### src/rtl/out_byte_serializer.sv
// Output byte serializer: buffers 64-bit words from main in a small FIFO and
// streams them MSB byte first over an 8-bit isReady/canReceive link.
module out_byte_serializer #(
    parameter int unsigned DEPTH = 2,
    parameter int unsigned CNT_W = 16
) (
    input  logic             clk,
    input  logic             rst,
    input  logic [63:0]      in,
    input  logic             in_isReady,
    output logic             in_canReceive,
    output logic [7:0]       out,
    output logic             out_isReady,
    input  logic             out_canReceive,
    output logic [CNT_W-1:0] word_cnt,
    output logic             busy
);

    localparam int unsigned PTR_W  = (DEPTH > 1) ? $clog2(DEPTH) : 1;
    localparam int unsigned FCNT_W = $clog2(DEPTH + 1);

    typedef logic [PTR_W-1:0] ptr_t;
    localparam ptr_t PTR_LAST = ptr_t'(DEPTH - 1);

    logic [63:0]       mem_q [DEPTH];
    ptr_t              wr_ptr_q;
    ptr_t              rd_ptr_q;
    logic [FCNT_W-1:0] fifo_cnt_q;
    logic [63:0]       sh_q;
    logic [2:0]        bi_q;
    logic              sv_q;
    logic [CNT_W-1:0]  word_cnt_q;

    logic fifo_full;
    logic fifo_empty;
    logic push;
    logic byte_xfer;
    logic word_done;
    logic load;

    // Handshake strobes; acceptance depends only on registered FIFO occupancy.
    always_comb begin
        fifo_full  = (fifo_cnt_q == FCNT_W'(DEPTH));
        fifo_empty = (fifo_cnt_q == '0);
        push       = in_isReady & ~fifo_full;
        byte_xfer  = sv_q & out_canReceive;
        word_done  = byte_xfer & (bi_q == 3'd7);
        // Refill the shifter when idle, or on the last byte for gapless streaming.
        load       = ~fifo_empty & (~sv_q | word_done);
    end

    // FIFO storage; contents are only read while the occupancy says they are valid.
    always_ff @(posedge clk) begin
        if (rst && push) begin
            mem_q[wr_ptr_q] <= in;
        end
    end

    // FIFO pointers, shifter, byte index and word counter.
    always_ff @(posedge clk) begin
        if (!rst) begin
            wr_ptr_q   <= '0;
            rd_ptr_q   <= '0;
            fifo_cnt_q <= '0;
            sh_q       <= '0;
            bi_q       <= '0;
            sv_q       <= 1'b0;
            word_cnt_q <= '0;
        end else begin
            if (push) begin
                wr_ptr_q <= (wr_ptr_q == PTR_LAST) ? '0 : wr_ptr_q + ptr_t'(1);
            end
            if (load) begin
                rd_ptr_q <= (rd_ptr_q == PTR_LAST) ? '0 : rd_ptr_q + ptr_t'(1);
            end
            case ({push, load})
                2'b10:   fifo_cnt_q <= fifo_cnt_q + FCNT_W'(1);
                2'b01:   fifo_cnt_q <= fifo_cnt_q - FCNT_W'(1);
                default: fifo_cnt_q <= fifo_cnt_q;
            endcase
            if (load) begin
                sh_q <= mem_q[rd_ptr_q];
                bi_q <= 3'd0;
                sv_q <= 1'b1;
            end else if (byte_xfer) begin
                sh_q <= {sh_q[55:0], 8'h00};
                bi_q <= bi_q + 3'd1;
                if (word_done) begin
                    sv_q <= 1'b0;
                end
            end
            if (word_done) begin
                word_cnt_q <= word_cnt_q + CNT_W'(1);
            end
        end
    end

    // Outputs are forced quiet while reset is held, independent of stale state.
    always_comb begin
        in_canReceive = rst & ~fifo_full;
        out_isReady   = rst & sv_q;
        out           = (rst && sv_q) ? sh_q[63:56] : 8'h00;
        busy          = rst & (sv_q | ~fifo_empty);
        word_cnt      = rst ? word_cnt_q : '0;
    end

endmodule

### config.mk
export PLATFORM = sky130hd
export DESIGN_NAME = out_byte_serializer
export DESIGN_NICKNAME = d
export VERILOG_FILES = /design/src/rtl/out_byte_serializer.sv
export SDC_FILE = /design/constraint.sdc
export NUM_CORES = 1
export LEC_CHECK = 0
export CAP_MARGIN = 20
export CORE_MARGIN = 5
export CORE_UTILIZATION = 53
export DETAILED_ROUTE_END_ITERATION = 10
export HOLD_SLACK_MARGIN = 0.03
export PLACE_DENSITY = 0.8
export SETUP_SLACK_MARGIN = 0.1
export SYNTH_ARGS = -nofsm -noshare
export SYNTH_HDL_FRONTEND = slang
export SYNTH_SLANG_ARGS = --single-unit
### constraint.sdc
create_clock -name clk -period 12.1 [get_ports clk]
set_clock_uncertainty 0.1 [all_clocks]
set_input_delay 1.815 -clock clk [delete_from_list [all_inputs] [get_ports clk]]
set_output_delay 1.815 -clock clk [all_outputs]
set_load 0.1 [all_outputs]
==> flow_summary_export.csv <==
group,metric,value,unit
placement,io_buffers,94,
flow_run,drv_cap,0,
clocking,root_buffer,"clkbuf_16",
worst_setup_path,crit_path_start_kind,"primary input",
worst_setup_path,crit_slowest_cell,"clkdlybuf4s50_1",
detailed_routing,postRouteAntennaNets,0,
cells_and_area,finish.utilization,64.2,%
floorplanning,core_area,16400,um2
clocking,tritoncts,"yes",
pwr,leakage,3.43,nW
pwr,power_density,217,nW/um2
worst_setup_path,r2r-end,"sh_q[33]",
placement,place.gp.congestion,0.893,
timing,fin_crit,6160,ps
synthesis,yosysTopAreaCell,"edfxtp_1",
worst_setup_path,critical_path_class,"primary input to output pin",
global_route,grt_antenna_before_repair,0,
global_route,grt_start_max_net_pins,87,
clocking,cts_max_path_buffers,3,
clocking,htree_num_levels,1,
global_route,grt_pass1_wl,30.0,mm
synthesis,synth-edff-count,128,
timing,finalHoldViolCount,0,
synthesis,seq_area_frac_synth,64.3,%
global_route,grt_pass1_vias,5865,
global_route,grt_use_total,18.4,%
worst_setup_path,r2r_cells,6,
worst_setup_path,critical_path_peak_fanout,30,
synthesis,syn_nets,787,
floorplanning,pin_count,95,
clocking,postCtsHoldBufs,0,
synthesis,synth_area_leaders,"edfxtp_1 44%, dfxtp_1 20%, a311oi_1 5.6%",
clocking,post-cts-setup-buffers,0,
cells_and_area,area_growth,20.3,%
pwr,internal-power,0.00157,W
timing,grt_setup_unrepaired,"false",
cells_and_area,fin_nets,853,
timing,tightest_slew,978,ps
global_route,overflow,0,
detailed_routing,drc,0,
pwr,switching_share,31.3,%
synthesis,synth.top_cell.area_share,43.9,%
worst_setup_path,critical_path.top_delay_family,"buffers and inverters",
cells_and_area,fillers,1172,
timing,fin_tns_setup,0,ps
cells_and_area,drive_gt1_share,10.2,%
worst_setup_path,ff2ff_setup_slack,8870,ps
synthesis,syn_area,8750,um2
clocking,cts.repair.resized,0,
floorplanning,die_x,138,um
pwr,p_sw,0.000714,W
detailed_routing,drt-pass1-iter-count,5,
timing,min_period_over_period,50.9,%
clocking,cts_made_buffers,22,
synthesis,async_reset_ff_share,0,%
worst_setup_path,arrival,4240,ps
floorplanning,start_util,53.3,%
floorplanning,chipHeight,138,um
worst_setup_path,cp_common_cell,"clkdlybuf4s50_1",
detailed_routing,viasPerCell,5.83,
detailed_routing,wl_per_cell,17.8,um
timing,max_freq,0.162,GHz
floorplanning,rows,47,
synthesis,avgSynthCellArea,12.2,um2
detailed_routing,wl,18.1,mm
cells_and_area,num_antenna_cells,0,
worst_hold_path,hp-class,"register to register",
worst_hold_path,holdPathStages,2,
timing,maxSlewViolCount,0,
detailed_routing,drtIter0Drc,668,
worst_hold_path,min_to,"sh_q[2]",
detailed_routing,vias,5929,
worst_setup_path,cp_num_cells,3,
pwr,peakVddDrop,0.000118,V
placement,dp_hpwl,11.2,mm
worst_setup_path,r2r-start,"sv_q",
pwr,power_frac_comb,23.9,%
synthesis,yosysMostFrequentCell,"edfxtp_1",
synthesis,syn_inst,715,
pwr,pwr-share-seq,45.0,%
synthesis,synth_warnings,0,
clocking,cts_num_sinks,217,
clocking,clkSlewWorstSetupHoldPaths,60,ps
worst_hold_path,holdCritStartpoint,"sh_q[2]",
floorplanning,die_area,19200,um2
worst_setup_path,crit_path_end_kind,"output pin",
synthesis,ys_seq_elements,217,
worst_setup_path,crit_chain,"clkdlybuf4s50_1 -> and3_1 -> clkdlybuf4s50_1",
worst_setup_path,cpPeakStageDelay,1140,ps
pwr,power_frac_clock,31.2,%
cells_and_area,multi_input_area,2800,um2
status,status,"finished, final reports clean",
synthesis,synth_commonest_cells,"128 x edfxtp_1, 89 x dfxtp_1, 74 x nand2_1",
worst_setup_path,required,10180,ps
clocking,clk_latency,490,ps
worst_setup_path,path_buf_inv,2,
timing,setup_violations,0,
cells_and_area,seq_area,5630,um2
timing,slew_headroom,34.6,%
synthesis,synth.distinct_cells,36,
synthesis,ys.flop_type,"edfxtp_1",
## layout by cell type (no fill, tap or decap), types with 2 or more instances in the layout
cell / Yosys / routed
nand2b_1: 2 / 2
and4_1: 2 / 2
edfxtp_1: 128 / 128
a311oi_1: 56 / 56
nand3_1: 69 / 69
nand4_1: 7 / 7
nand2_1: 74 / 73
clkinv_1: 1 / 3
o21ai_0: 2 / 2
dfxtp_1: 89 / 87
nor3_1: 6 / 4
ha_1: 4 / 4
clkbuf_8: 0 / 2
a211oi_2: 15 / 15
and3_1: 10 / 10
nor2_1: 24 / 24
a21oi_1: 11 / 11
and2_1: 19 / 19
clkbuf_16: 0 / 23
xor2_1: 6 / 6
nor3_2: 0 / 2
xnor2_1: 10 / 10
nor4_1: 3 / 3
clkbuf_1: 35 / 2
bufinv_16: 0 / 4
clkinv_2: 1 / 6
buf_4: 1 / 8
mux2_2: 11 / 11
clkdlybuf4s50_1: 0 / 93
nor2b_1: 56 / 56
buf_12: 0 / 2
a211oi_1: 41 / 41
## sequential cells by signal (all words and copies together) (netlist names), named ones only
signal and flops:
wr_ptr_q 1, mem_q 128, word_cnt_q 16, sh_q 64, sv_q 1, rd_ptr_q 1, bi_q 3, fifo_cnt_q 2
## kinds of logic (layout without fill, tap and decap cells)
group,Yosys count,after routing,share of synthesized area (%)
fa+ha+maj,4,4,0.572
simple gates,274,274,15.8
compound gates,127,127,12.3
buf+inv,65,147,3.93
flops,217,217,64.3
mux,12,12,1.53
xor+xnor,16,16,1.60
## routing by layer
layer | track usage (%) | wire length (um)
met1 | 25.5 | 7820
met2 | 30.4 | 8870
met3 | 3.21 | 1120
met4 | 4.42 | 301
met5 | 0 | 0
## tightest hold or removal path: stages, from the launching register on
cell,delay (ps)
dfxtp_1,310
nand3_1,60
a21oi_1,50
## power groups by stage
stage	combinational, W	clock (W)	sequential (W)
finish	0.000545	0.000711	0.00103
global route	0.000602	0.000761	0.00104
CTS	0.000546	0.000725	0.00102
detailed placement	0.000542	0	0.00104
global placement	0.000519	0	0.00103
floorplan	0.000483	0	0.000991
## worst max-delay path by stage
stage / startpoint / endpoint / slack [ps]
3_5_place_dp: rst / out[4] / 5950
5_1_grt: rst / out[1] / 5780
3_3_place_gp: rst / out[1] / 6040
2_1_floorplan: rst / mem_q[0][0] / 4870
4_1_cts: rst / out[4] / 5940
6_report: rst / out[4] / 5940
## stage by stage
stage	instance area, um2	cells	total power (W)	setup slack (ps)	hold slack, ps
after floorplan	8750	715	0.00147	4870	339
after global placement	9710	975	0.00155	6040	346
after detailed placement	9730	976	0.00158	5950	361
after CTS	10500	1016	0.00230	5940	370
after global routing	10500	1017	0.00241	5780	384
final	10500	1017	0.00228	5940	373
## area by class of cell
type | count | share of cell area (%)
repair buffers | 104 | 9.84
multi-input cells | 433 | 26.6
clock inverters | 13 | 1.56
inverters | 3 | 0.119
flip-flops and latches | 217 | 53.5
well taps | 220 | 2.62
clock buffers | 27 | 5.80
Power figures use the tool's default switching activity.
